`src/rtl/y86_fetch_pc.sv`:
```
// y86 fetch-stage program counter: PC register, fall-through address,
// redirect/stall handling, sticky processor status and retired count.
module y86_fetch_pc #(
  parameter int                ADDR_W     = 32,
  parameter int                VALC_BYTES = 4,
  parameter logic [ADDR_W-1:0] RESET_PC   = '0,
  parameter int                MEM_BYTES  = 4096,
  parameter int                CNT_W      = 32
) (
  input  logic              clk,
  input  logic              reset,
  input  logic              instr_valid,
  input  logic              stall,
  input  logic              need_regids,
  input  logic              need_valC,
  input  logic              is_halt,
  input  logic              instr_invalid,
  input  logic              redirect_valid,
  input  logic [ADDR_W-1:0] redirect_pc,
  output logic [ADDR_W-1:0] pc,
  output logic [ADDR_W-1:0] valP,
  output logic [2:0]        stat,
  output logic              fetch_en,
  output logic [CNT_W-1:0]  icount
);

  typedef enum logic [2:0] {
    S_RUN = 3'd1,
    S_HLT = 3'd2,
    S_ADR = 3'd3,
    S_INS = 3'd4
  } state_e;

  localparam int          AW1     = ADDR_W + 1;
  localparam logic [AW1-1:0] MEM_LIM = AW1'(MEM_BYTES);
  localparam logic [AW1-1:0] VC_LEN  = AW1'(VALC_BYTES);

  state_e            state_q, state_d;
  logic [ADDR_W-1:0] pc_q, pc_d;
  logic [CNT_W-1:0]  cnt_q, cnt_d;

  logic [AW1-1:0]    len;
  logic [AW1-1:0]    end_addr;
  logic              adr_fault;
  logic              run;

  // Instruction length and end address, one extra bit so wrap is visible
  always_comb begin
    len       = AW1'(1) + AW1'(need_regids)
              + (need_valC ? VC_LEN : '0);
    end_addr  = {1'b0, pc_q} + len;
    adr_fault = end_addr > MEM_LIM;
    run       = (state_q == S_RUN);
    valP      = run ? end_addr[ADDR_W-1:0] : pc_q;
  end

  // Next PC, state and count; redirect beats everything in RUN
  always_comb begin
    state_d = state_q;
    pc_d    = pc_q;
    cnt_d   = cnt_q;
    if (run) begin
      if (redirect_valid) begin
        pc_d = redirect_pc;
      end else if (stall) begin
        pc_d = pc_q;
      end else if (instr_valid && instr_invalid) begin
        state_d = S_INS;
      end else if (instr_valid && adr_fault) begin
        state_d = S_ADR;
      end else if (instr_valid && is_halt) begin
        state_d = S_HLT;
        cnt_d   = cnt_q + CNT_W'(1);
      end else if (instr_valid) begin
        pc_d  = valP;
        cnt_d = cnt_q + CNT_W'(1);
      end
    end
  end

  // State registers with synchronous reset
  always_ff @(posedge clk) begin
    if (reset) begin
      state_q <= S_RUN;
      pc_q    <= RESET_PC;
      cnt_q   <= '0;
    end else begin
      state_q <= state_d;
      pc_q    <= pc_d;
      cnt_q   <= cnt_d;
    end
  end

  assign pc       = pc_q;
  assign stat     = state_q;
  assign fetch_en = (state_q == S_RUN);
  assign icount   = cnt_q;

endmodule

```
`config.mk`:
```
export PLATFORM = sky130hd
export DESIGN_NAME = y86_fetch_pc
export DESIGN_NICKNAME = d
export VERILOG_FILES = /design/src/rtl/y86_fetch_pc.sv
export SDC_FILE = /design/constraint.sdc
export NUM_CORES = 1
export LEC_CHECK = 0
export CAP_MARGIN = 20
export CORE_MARGIN = 2
export CORE_UTILIZATION = 50
export DETAILED_ROUTE_END_ITERATION = 10
export PLACE_DENSITY = 0.85
export SYNTH_ARGS = -nofsm -noshare
export SYNTH_HDL_FRONTEND = slang
export SYNTH_SLANG_ARGS = --single-unit
```
`constraint.sdc`:
```
create_clock -name clk -period 6.3 [get_ports clk]
set_input_delay 0.63 -clock clk [delete_from_list [all_inputs] [get_ports clk]]
set_output_delay 0.63 -clock clk [all_outputs]
set_load 0.1 [all_outputs]
```
Word-level counts from Yosys, hierarchy flattened --
Cells that the tools add are included. W data, S select, Z words.
Storage, ports and cells: register bits after elaboration 67, output and inout bits 100, input port bits 41, word-level logic and storage cells 39
Operators by class: multiplexer cells 13, bitwise logic cells 4, $add $sub $neg 4, $lt $le $gt $ge 1, equal/unequal tests 5, reductions and logical operators 9
Operator list (number):
- $mux W32 | 9
- $add A32 B4 Y33 | 1
- $gt A33 B13 Y1 const B | 1
- $add A32 B1 Y32 const B | 1
- $mux W3 | 4
- $reduce_and A6 Y1 | 2
- $ne A2 B2 Y1 const B | 3
- $add A2 B3 Y4 | 1
- $not A1 Y1 | 4
- $reduce_and A4 Y1 | 1
- $reduce_bool A2 Y1 | 2
- $eq A3 B1 Y1 const B | 1
- $logic_and A1 B1 Y1 | 3
- $reduce_bool A3 Y1 | 1
- $add A1 B1 Y2 const A | 1
- $ne A2 B1 Y1 const B | 1

Longest topological paths before layout --
Gate-level depths: netlist (run 1).
depth after elaboration 10, gate-level depth with buffers 15, gate-level depth less buffers 12

Least setup slack after synthesis (run 1) --
Ideal clock, no wire load.
path type reg2out, from reg state_q[0], in the netlist stat[0], to out valP[3], path slack 0.933 ns, buffers on the path 2, arrival 4.737 ns, cell stages (with the launch flop) 7, required time 5.670 ns, cells stage by stage dfxtp_1 > or3b_2 > clkbuf_1 > inv_1 > clkbuf_1 > o21ai_0 > xnor2_1
On the way: longest elaborated chain between the ends 2
Ends and longest elaborated chain:
- start: declaration | line 38 | state_e state_q, state_d;
- start signal: assignment | line 88 | state_q <= state_d;
- $eq A3 B1 Y1
- via fetch_en | line 23 | output logic fetch_en,
- $mux W32 | line 54 | valP = run ? end_addr[ADDR_W-1:0] : pc_q;
- end: declaration | line 21 | output logic [ADDR_W-1:0] valP,
The timed path passes the listed nets, and every way through them passes these cells.

Worst setup path after layout (run 1) --
from in need_regids, to out valP[28]
On the way: longest elaborated chain between the ends 4
Ends and longest elaborated chain:
- start: declaration | line 14 | input logic need_regids,
- $add A1 B1 Y2 | line 49 | len = AW1'(1) + AW1'(need_regids)
- $add A2 B3 Y4 | line 50 | + (need_valC ? VC_LEN : '0);
- $add A32 B4 Y33 | line 51 | end_addr = {1'b0, pc_q} + len;
- $mux W32 | line 54
No other way between the ends.

==> reports/results.env, run 1 <==
OUTCOME='finished, final reports clean'
TIMING.SETUP.CRITICAL_PATH_CLASS='input port to output pin'
NETS=738
FILL_CELLS=789
NETLIST_INSTANCES=593
AVERAGE_WIRE_LENGTH_PER_CELL_AFTER_DETAIL_ROUTING_MICRONS=18.00
DETAILEDPLACE.WORSTSLACK_PS=1537
SLEW_HEADROOM=0.3110
SYNTH_SEQUENTIAL_AREA_RATIO=0.2894
TIMING.CRITICAL_PATH.FROM='need_regids'
DESIGN.CORE.AREA_SQ_UM=9109
FF_LATCH_AREA_SQ_UM=1341
CTS_RESIZED=0
DRT_ITER0_DRC=300
CRITPATHREQUIREDTIME_PS=5670
POST_CTS_SETUP_REPAIR_BUFFER_COUNT=0
DIE_WIDTH_MICRONS=100.3
LAYOUT_WORST_PATH_CYCLE_SHARE=0.7646
MAX_CAP_VIOLATIONS=0
CLOCK_TREE.ROOT_CELL='clkbuf_8'
DRT.ANTENNA.VIOLATING_NETS=0
GLOBAL_PLACEMENT_ROUTABILITY_CONGESTION=0.9440
NUMBER_OF_GLOBAL_ROUTE_VIAS_BEFORE_REPAIR=4779
SYNTH.TOP_CELLS.BY_AREA='dfxtp_1, o31ai_1, mux2i_1'
FINAL_LAYOUT_SIZE_SUFFIX_GT1_FRAC=0.04304
GLOBALROUTEOVERFLOWTOTAL=0
DESIGN.PORTCOUNT=141
MULTI_INPUT_COMB_AREA_SQ_UM=3013
ASYNCSETRESETFLOPFRACSYNTH=0
WORST-ENDPOINT-ARRIVAL_PS=4190
TOTALPOWERFINAL_mW=1.285
REG2REG_FROM='pc[2]$_SDFFE_PP0P_'
CTS.CLK_SLEW.WORST_PATHS_PS=80
NETLIST.TOP_CELL.BY_AREA='dfxtp_1'
WORSTPATHBUFFERINVERTERCOUNT=5
TIMING.SETUP.TNS_PS=0
CP_SLOWEST_CELL='clkdlybuf4s50_1'
POST_LAYOUT_NONFILLER_INSTANCES=808
HOLD_WS_PS=493.6
GRT_START_MAX_NET_PINS=94
CLOCK_LATENCY_PS=360
FLOORPLAN.ROWS=35
STATIC-LEAKAGE-POWER_nW=2.099
ANTENNA_VIOLATIONS_BEFORE_REPAIR=0
CLOCK_TREE.BUFFER_DEPTH=2
TOTAL_DIE_AREA_SQ_UM=10060
SYNTHESIS.AREA_SQ_UM=4634
TIMING.CRITICAL_PATH.FROM_TYPE='input port'
WORSTSETUPENDPOINTTYPE='output pin'
PLACED_CELLS=793
SYNTH_TOP_FLOP_CELL='dfxtp_1'
MAXIMUM_CLOCK_RATE_MHz=207.6
SYN2LAYOUT_AREA_GROWTH_PCT=32.53
POWER.IR.VDD_WORST_V=0.0001125
DP.FINAL_HPWL_MICRONS=10150
HP-START='stat[2]$_SDFFE_PP0P_'
FINALHOLDVIOLCOUNT=0
DRT_PRE_ANTENNA_ITERS=5
SYNTH.TOP_CELL.AREA_SHARE=0.2894
NUMBER_OF_BUFFERS_ADDED_BY_THE_CLOCK_TREE_SYNTHESIS_STEP=9
FINAL-SETUP-VIOL-COUNT=0
GRT_FIRST_PASS_WIRELENGTH_MICRONS=23670
NUMBER_OF_MAX_SLEW_VIOLATIONS_IN_THE_FINAL_REPORT=0
TIMING.FINAL.CRIT_PERIOD_PS=4817
HOLDCRITPATHCLASS='flip-flop to flip-flop'
GLOBAL_ROUTE_USAGE_OVER_ALL_LAYERS=0.2853
DETAIL_ROUTE.VIAS_PER_CELL=6.363
PWR_DENSITY_CELL_nW_PER_UM2=209.3
FP.DIEH_MICRONS=100.3
POSTROUTEWIRELENGTH_MICRONS=14550
TIMING.FINAL.WS_SETUP_PS=1483
IO_BUFFERS=140
SYNTH_EDF_COUNT=0
CP_SLOWEST_STAGE_DELAY_PS=1170
YS_SEQ_ELEMENTS=67
COUNT_OF_HOLD_FIX_BUFFERS_INSERTED_AT_CTS=0
DRT_DRC_VIOLATIONS_LEFT=0
TRITONCTS='done'
SYNTH.LIB_CELLS_USED.DISTINCT=56
RSZ0062_AT_GRT='no'
CLOCK-SINKS=67
POSTSYNTHNETCOUNT=638
PATH_CELLS='clkdlybuf4s50_1 > inv_1 > ha_1 > inv_1 > ha_1 > a21o_1 > nand4_1 > buf_4 > or3_1 > nor2_1 > nand2_1 > xnor2_1 > clkdlybuf4s50_1'
WORST_CLOCK_SKEW_PS=6.716
CRITPATHMAXFANOUT=14
CPLARGESTDELAYFAMILY='buffers and inverters'
SYNTHESIS.AREA_PER_INSTANCE_SQ_UM=7.815
ROUTE.VIAS.TOTAL=5141
CTS_HTREE_LEVELS=3
YOSYSWARNINGCOUNT=0
N_ANTENNA_CELL=0
WORST_SLEW_PIN_TRAN_PS=1031
FLOORPLAN.INITIALDENSITY=0.5088
layer usage:
layer / vias to the layer above / routed length, microns / track usage
met5: - / 0 / 0
met4: 0 / 279 / 0.08114
met1: 2440 / 5880 / 0.3471
li1: 2427 / - / -
met2: 246 / 7168 / 0.4961
met3: 28 / 1219 / 0.07451
sequential cells by signal (all words and copies together), names as in the netlist:
name / count
icount: 32
pc: 32
stat: 3
cells by family after synthesis:
family / after synthesis / share of synthesized area
flip-flops: 67 / 0.2894
AO/OA/AOI/OAI: 136 / 0.1992
XOR/XNOR: 42 / 0.07937
adder cells (fa/ha/maj): 4 / 0.01080
buffers and inverters: 69 / 0.06048
AND/OR/NAND/NOR: 252 / 0.3110
multiplexers: 23 / 0.04968
report_power, final:
| part | leakage [nW] | internal, mW | switching [mW] | total (mW) |
|---|---|---|---|---|
| clock network | 0.0815 | 0.141 | 0.185 | 0.326 |
| registers | 0.544 | 0.439 | 0.0376 | 0.476 |
| logic | 1.47 | 0.130 | 0.353 | 0.483 |
per-stage QoR:
stage | util | instance area [sq um]
final | 0.6743 | 6142
after global routing | 0.6743 | 6142
after CTS | 0.6743 | 6142
after detailed placement | 0.6560 | 5976
after global placement | 0.6560 | 5976
after floorplan | - | 4634
cells in the final DEF (no fill, tap or decap), types with 5 or more instances in the layout:
| cell type | count |
|---|---|
| a21oi_1 | 36 |
| and2_1 | 5 |
| and3_1 | 15 |
| and4_1 | 9 |
| buf_4 | 5 |
| clkbuf_8 | 9 |
| clkdlybuf4s50_1 | 139 |
| dfxtp_1 | 67 |
| inv_1 | 12 |
| mux2i_1 | 23 |
| nand2_1 | 49 |
| nand3_1 | 25 |
| nand4_1 | 21 |
| nand4b_1 | 25 |
| nor2_1 | 32 |
| nor3_1 | 15 |
| nor4_1 | 9 |
| o211ai_1 | 6 |
| o21ai_0 | 27 |
| o31ai_1 | 34 |
| o41ai_1 | 6 |
| or3_1 | 23 |
| or4_1 | 11 |
| xnor2_1 | 22 |
| xor2_1 | 20 |
worst paths after layout:
kind                             endpoint  slack [ps]  cells past startpoint
hold / removal       stat[2]$_SDFFE_PP0P_         490                      2
setup / recovery                 valP[28]        1480                     13
hold reg to reg      stat[2]$_SDFFE_PP0P_         490                      2
setup reg to reg  icount[27]$_SDFFE_PP0P_        2150                      9
tightest hold or removal path, cell delays in order (launching register included):
cell     delay, ps
dfxtp_1        350
a21oi_1         50
nor2_1          70
synthesized netlist by cell type (4+ instances only):
cell,number
a21oi_1,36
nand2_1,49
inv_1,12
mux2i_1,23
nor4_1,9
buf_2,14
and4_1,9
o41ai_1,6
nor3_1,15
xnor2_1,22
o21ai_0,27
nand4_1,21
nand4b_1,25
nor2_1,32
o31ai_1,34
nand3_1,25
or4_1,11
clkbuf_1,38
o211ai_1,6
ha_1,4
dfxtp_1,67
xor2_1,20
o2111ai_1,4
and2_1,5
or3_1,23
and3_1,15
area by class of cell:
cell class / count / share of cell area
sequential: 67 / 0.2184
tap: 111 / 0.02261
timing repair buffer: 145 / 0.2334
multi-input combinational: 457 / 0.4905
clock inverter: 6 / 0.006926
clock buffer: 9 / 0.02017
inverter: 13 / 0.007945
Note: power is estimated with default switching activity, not from simulation.
==> run 2, diff against run 1 <==
Settings changed: CORE_UTILIZATION 50 to 48, PLACE_DENSITY 0.85 to 0.82.
Clock period 6.3 ns to 4.8 ns, I/O delays scaled along.
==> reports/results.env, run 2 (synthesis results as in run 1) <==
TOTAL_DIE_AREA_SQ_UM=10460  # +4.0%
ANTENNA_VIOLATIONS_BEFORE_REPAIR=0  # unchanged
FLOORPLAN.INITIALDENSITY=0.4992  # -0.009600
CLOCK-SINKS=67  # unchanged
IO_BUFFERS=140  # unchanged
TIMING.RR.END='icount[24]$_SDFFE_PP0P_'
FINAL_LAYOUT_SIZE_SUFFIX_GT1_FRAC=0.09857  # +0.05553
DP.FINAL_HPWL_MICRONS=10190  # +0.37%
TIMING.FINAL.WS_SETUP_PS=581.6  # -901.6 ps
PLACED_CELLS=812  # +2.4%
NUMBER_OF_GLOBAL_ROUTE_VIAS_BEFORE_REPAIR=4734  # -0.94%
CLOCK_TREE.ROOT_CELL='clkbuf_8'
CRITPATHMAXFANOUT=28  # +14
DESIGN.CORE.AREA_SQ_UM=9284  # +1.9%
TIMING.CRITICAL_PATH.FROM_TYPE='input port'
DIE_WIDTH_MICRONS=102.3  # +2.0%
SYN2LAYOUT_AREA_GROWTH_PCT=33.53
CTS.CLK_SLEW.WORST_PATHS_PS=80  # about the same
HOLD_WS_PS=494.0  # +0.4870 ps
DRT_PRE_ANTENNA_ITERS=7  # +2
CTS_HTREE_LEVELS=3  # unchanged
PWR-SHARE-CLK=0.255  # about the same
DETAILEDPLACE.WORSTSLACK_PS=445.0  # -1092 ps
CTS_RESIZED=0  # unchanged
LAYOUT_WORST_PATH_CYCLE_SHARE=0.8788
COMBINATIONALPOWERSHARE=0.376  # about the same
NETSWITCHINGPOWER_uW=757.2  # +32%
TIMING.CRITICAL_PATH.FROM='need_regids'
NUMBER_OF_BUFFERS_ADDED_BY_THE_CLOCK_TREE_SYNTHESIS_STEP=9  # unchanged
CLOCK_LATENCY_PS=350  # about the same
SLEW_HEADROOM=0.3137  # +0.002722
SETUP.WORST_PATH.END='icount[24]$_SDFFE_PP0P_'
POST_LAYOUT_NONFILLER_INSTANCES=829  # +2.6%
STATIC-LEAKAGE-POWER_nW=2.226  # +6.1%
TIMING.FINAL.CRIT_PERIOD_PS=4218
GLOBAL_ROUTE_USAGE_OVER_ALL_LAYERS=0.2780  # -0.007302
AVERAGE_WIRE_LENGTH_PER_CELL_AFTER_DETAIL_ROUTING_MICRONS=17.58  # -2.4%
WORST-ENDPOINT-ARRIVAL_PS=4490  # +300 ps
FINAL-SETUP-VIOL-COUNT=0  # unchanged
GLOBALROUTEOVERFLOWTOTAL=0  # unchanged
POWER_SWITCHING_SHARE=0.4466  # -0.0009587
RR_WORST_DEPTH=8  # -1
COUNT_OF_HOLD_FIX_BUFFERS_INSERTED_AT_CTS=0  # unchanged
ROUTE.VIAS.TOTAL=5123  # -0.35%
WORST_CLOCK_SKEW_PS=11.78  # +5.065 ps
TRITONCTS='done'
NUMBER_OF_MAX_SLEW_VIOLATIONS_IN_THE_FINAL_REPORT=0  # unchanged
FLOORPLAN.ROWS=35  # unchanged
GLOBAL_PLACEMENT_ROUTABILITY_CONGESTION=0.9356  # -0.89%
FP.DIEH_MICRONS=102.3  # +2.0%
MAX_CAP_VIOLATIONS=0  # unchanged
DRT_ITER0_DRC=312  # +4.0%
CRITPATHREQUIREDTIME_PS=5080  # -590 ps
DRT.ANTENNA.VIOLATING_NETS=0  # unchanged
HOLDCRITPATHCLASS='flip-flop to flip-flop'
WORSTSETUPENDPOINTTYPE='flip-flop'
CELL_INTERNAL_PWR_uW=938.2  # +32%
PWR_DENSITY_CELL_nW_PER_UM2=274.0  # +31%
POST_CTS_SETUP_REPAIR_BUFFER_COUNT=0  # unchanged
POWER.IR.VDD_WORST_V=0.0001277  # +13%
POSTROUTEWIRELENGTH_MICRONS=14570  # +0.16%
FINALHOLDVIOLCOUNT=0  # unchanged
FINAL_COMMON_CELL='clkdlybuf4s50_1'
DETAIL_ROUTE.VIAS_PER_CELL=6.180  # -2.9%
REG2REG_SLACK_PS=710  # -1440 ps
DESIGN.PORTCOUNT=141  # unchanged
TIMING.SETUP.TNS_PS=0  # unchanged
CLOCK_TREE.BUFFER_DEPTH=2  # unchanged
DRT_DRC_VIOLATIONS_LEFT=0  # unchanged
REG2REG_FROM='pc[7]$_SDFFE_PP0P_'
GRT_START_MAX_NET_PINS=57  # -39%
OUTCOME='finished, final reports clean'
GRT_FIRST_PASS_WIRELENGTH_MICRONS=23430  # -1.0%
SEQUENTIAL_SHARE_OF_POWER=0.369  # about the same
TIMING.SETUP.CRITICAL_PATH_CLASS='input port to flip-flop'
MOST_USED_CELLS_IN_THE_LAYOUT_EXCLUDING_FILL_AND_TAP_CELLS='clkdlybuf4s50_1, dfxtp_1, nand2_1'
MAXIMUM_CLOCK_RATE_MHz=237.1
WORST_SLEW_PIN_TRAN_PS=1026  # -4.802 ps
TOTALPOWERFINAL_mW=1.695  # +32%
N_ANTENNA_CELL=0  # unchanged
NETS=740  # +0.27%
RSZ0062_AT_GRT='no'
run 2: cell count changes in the layout (fill, tap and decap cells not counted):
cell             before  now
inv_6                 1    2
buf_4                 5   35
xnor2_1              22   16
clkdlybuf4s50_1     139  110
xor2_1               20   19
xor2_2                0    1
xnor2_2               0    6
buf_16                0    1
run 2: metrics by stage:
step                      cell area, sq um  utilization
after floorplan                       4687            -
after global placement                5986       0.6447
after detailed placement              5986       0.6447
after CTS                             6161       0.6636
after global routing                  6188       0.6666
final                                 6188       0.6666
run 2: power groups by stage:
stage          logic (mW)  registers (mW)  clock network [mW]
2_1_floorplan       0.359           0.752                   0
3_3_place_gp        0.622           0.635                   0
3_5_place_dp        0.627           0.637                   0
4_1_cts             0.629           0.624               0.438
5_1_grt             0.660           0.630               0.468
6_report            0.637           0.626               0.433
run 2: area by class of cell:
type	instances	area, sq um
Clock buffer	9	123.9
Clock inverter	7	51.30
Fill cell	794	3095
Inverter	13	48.80
Multi-Input combinational cell	457	3065
Sequential cell	67	1341
Tap cell	129	161.4
Timing Repair Buffer	147	1396
run 2: worst min-delay path by stage:
stage | start | end | slack (ps) | depth (start not counted)
6_report | icount[31]$_SDFFE_PP0P_ | icount[31]$_SDFFE_PP0P_ | 490 | 2
5_1_grt | stat[2]$_SDFFE_PP0P_ | stat[2]$_SDFFE_PP0P_ | 530 | 2
4_1_cts | icount[31]$_SDFFE_PP0P_ | icount[31]$_SDFFE_PP0P_ | 500 | 2
3_5_place_dp | stat[2]$_SDFFE_PP0P_ | stat[2]$_SDFFE_PP0P_ | 480 | 2
3_3_place_gp | icount[31]$_SDFFE_PP0P_ | icount[31]$_SDFFE_PP0P_ | 470 | 2
2_1_floorplan | redirect_pc[12] | pc[12]$_SDFFE_PP0P_ | 610 | 2
run 2: layer usage:
metal  GRT usage  wire length (microns)  vias to the layer above
met2      0.4514                   6888                      225
li1            -                      -                     2431
met3     0.04651                    956                       30
met1      0.3701                   6369                     2437
met5           0                      0                        -
met4      0.1067                    358                        0
run 2: critical path, stage by stage:
cell             delay, ps
clkdlybuf4s50_1        450
inv_1                   40
ha_1                   210
inv_1                   60
ha_1                   170
a21o_1                 190
nand4_1                470
a211oi_1               520
o22ai_1                200
a221oi_4               330
nand4_2                540
or4_1                  670
a21oi_1                160
==> run 3, diff against run 2 <==
Settings changed: MAX_ROUTING_LAYER from default to met4.
==> reports/results.env, run 3 (synthesis results as in run 1) <==
TIMING.FINAL.WS_SETUP_PS=733.5  # +151.9 ps
DRT.ANTENNA.VIOLATING_NETS=0  # unchanged
COUNT_OF_HOLD_FIX_BUFFERS_INSERTED_AT_CTS=0  # unchanged
N_ANTENNA_CELL=0  # unchanged
TIMING.SETUP.CRITICAL_PATH_CLASS='input port to output pin'
LAYOUT_WORST_PATH_CYCLE_SHARE=0.8472  # -0.03165
GLOBAL_PLACEMENT_ROUTABILITY_CONGESTION=0.9414  # +0.62%
TIMING.SETUP.TNS_PS=0  # unchanged
STATIC-LEAKAGE-POWER_nW=2.255  # +1.3%
CTS.CLK_SLEW.WORST_PATHS_PS=90  # about the same
OUTCOME='finished, final reports clean'
CLOCK-SINKS=67  # unchanged
FLOORPLAN.ROWS=35  # unchanged
TIMING.CRITICAL_PATH.FROM_TYPE='input port'
MAXIMUM_CLOCK_RATE_MHz=245.9  # +3.7%
FINAL_CORE_UTILIZATION=0.6730  # +0.006469
CRITPATHMAXFANOUT=14  # -50%
PWR_DENSITY_CELL_nW_PER_UM2=296.8  # +8.3%
FF_LATCH_AREA_SQ_UM=1341  # unchanged
DETAILEDPLACE.WORSTSLACK_PS=459.1  # +14.06 ps
TOTAL_DIE_AREA_SQ_UM=10460  # unchanged
MOST_USED_CELLS_IN_THE_LAYOUT_EXCLUDING_FILL_AND_TAP_CELLS='clkdlybuf4s50_1, dfxtp_1, nand2_1'
MULTI_INPUT_COMB_AREA_SQ_UM=3065  # unchanged
SYN2LAYOUT_AREA_GROWTH_PCT=34.83
TRITONCTS='done'
DRT_ITER0_DRC=304  # -2.6%
NUMBER_OF_BUFFERS_ADDED_BY_THE_CLOCK_TREE_SYNTHESIS_STEP=9  # unchanged
RSZ0062_AT_GRT='no'
CLOCK_TREE.ROOT_CELL='clkbuf_8'
MAX_CAP_VIOLATIONS=0  # unchanged
POST_CTS_SETUP_REPAIR_BUFFER_COUNT=0  # unchanged
CLOCK_TREE.BUFFER_DEPTH=2  # unchanged
FINALHOLDVIOLCOUNT=0  # unchanged
DRT_PRE_ANTENNA_ITERS=5  # -2
GLOBAL_ROUTE_USAGE_OVER_ALL_LAYERS=0.2880  # +0.01001
WORST_SLEW_PIN_TRAN_PS=1035  # +8.985 ps
NETS=740  # unchanged
DRT_DRC_VIOLATIONS_LEFT=0  # unchanged
POSTPLACECELLAREA_SQ_UM=5986  # unchanged
CLOCK_LATENCY_PS=360  # about the same
DP.FINAL_HPWL_MICRONS=10300  # +1.1%
SLEW_HEADROOM=0.3077  # -0.006008
ANTENNA_VIOLATIONS_BEFORE_REPAIR=0  # unchanged
GRT_START_MAX_NET_PINS=57  # unchanged
DESIGN.CORE.AREA_SQ_UM=9284  # unchanged
FP.DIEH_MICRONS=102.3  # unchanged
FLOORPLAN.INITIALDENSITY=0.4992  # unchanged
DETAIL_ROUTE.VIAS_PER_CELL=6.203  # +0.37%
IO_BUFFERS=140  # unchanged
GRT_FIRST_PASS_WIRELENGTH_MICRONS=23590  # +0.68%
WORST-ENDPOINT-ARRIVAL_PS=3590  # -900 ps
DIE_WIDTH_MICRONS=102.3  # unchanged
AVERAGE_WIRE_LENGTH_PER_CELL_AFTER_DETAIL_ROUTING_MICRONS=17.72  # +0.84%
FINAL-SETUP-VIOL-COUNT=0  # unchanged
GLOBALROUTEOVERFLOWTOTAL=0  # unchanged
POWER.IR.VDD_WORST_V=0.0001497  # +17%
TIMING.FINAL.CRIT_PERIOD_PS=4066  # -151.9 ps
WORST_CLOCK_SKEW_PS=14.63  # +2.846 ps
ROUTE.VIAS.TOTAL=5142  # +0.37%
NUMBER_OF_GLOBAL_ROUTE_VIAS_BEFORE_REPAIR=4847  # +2.4%
FINAL_COMMON_CELL='clkdlybuf4s50_1'
POSTLAYOUTCELLAREA_SQ_UM=6248  # +0.97%
WORSTSETUPENDPOINTTYPE='output pin'
FILL_CELLS=780  # -1.8%
CTS_HTREE_LEVELS=3  # unchanged
CRITPATHREQUIREDTIME_PS=4320  # -760 ps
NUMBER_OF_MAX_SLEW_VIOLATIONS_IN_THE_FINAL_REPORT=0  # unchanged
CTS_RESIZED=0  # unchanged
HOLDCRITPATHCLASS='flip-flop to flip-flop'
POSTROUTEWIRELENGTH_MICRONS=14690  # +0.84%
FINAL_LAYOUT_SIZE_SUFFIX_GT1_FRAC=0.09857  # unchanged
DESIGN.PORTCOUNT=141  # unchanged
## run 3: worst paths after layout
| path | from | endpoint | slack, ps | depth (start not counted) |
|---|---|---|---|---|
| worst min-delay path | icount[19]$_SDFFE_PP0P_ | icount[19]$_SDFFE_PP0P_ | 500 | 2 |
| worst max-delay path | need_regids | valP[28] | 730 | 12 |
| worst max register to register | pc[7]$_SDFFE_PP0P_ | icount[24]$_SDFFE_PP0P_ | 920 | 8 |
| worst min register to register | icount[19]$_SDFFE_PP0P_ | icount[19]$_SDFFE_PP0P_ | 500 | 2 |
## run 3: layer usage
metal | global-route usage | vias up | share of wire | wire (microns)
li1 | - | 2437 | - | -
met2 | 0.4570 | 216 | 0.48 | 7000
met3 | 0.04172 | 29 | 0.068 | 996
met4 | 0.1097 | 0 | 0.020 | 292
met1 | 0.3715 | 2460 | 0.44 | 6404
met5 | - | - | 0 | 0
## run 3: report_power, final
part | switching, mW | total, mW | internal [mW]
Sequential | 0.0502 | 0.626 | 0.576
Clock | 0.246 | 0.595 | 0.349
Combinational | 0.463 | 0.634 | 0.170
## run 3: cell type report
class,instances,area share
inverter,13,0.007809
multi-input combinational,457,0.4906
sequential,67,0.2147
clock inverter,7,0.01982
clock buffer,9,0.01982
tap,129,0.02583
timing repair buffer,147,0.2215
## run 3: critical path, cell delays in order
cell and delay, ps:
clkdlybuf4s50_1 460, inv_1 40, ha_1 210, inv_1 60, ha_1 160, a21o_1 190
nand4_1 460, or3_1 630, nor2_1 250, nand2_1 130, xnor2_2 170, buf_4 320
## run 3: metrics by stage
step | hold WS, ps | instances | total power [mW]
after floorplan | 606.2 | 593 | 1.111
after global placement | 473.8 | 812 | 1.257
after detailed placement | 483.3 | 812 | 1.265
after CTS | 506.9 | 828 | 1.852
after global routing | 532.8 | 829 | 1.915
final | 503.0 | 829 | 1.855
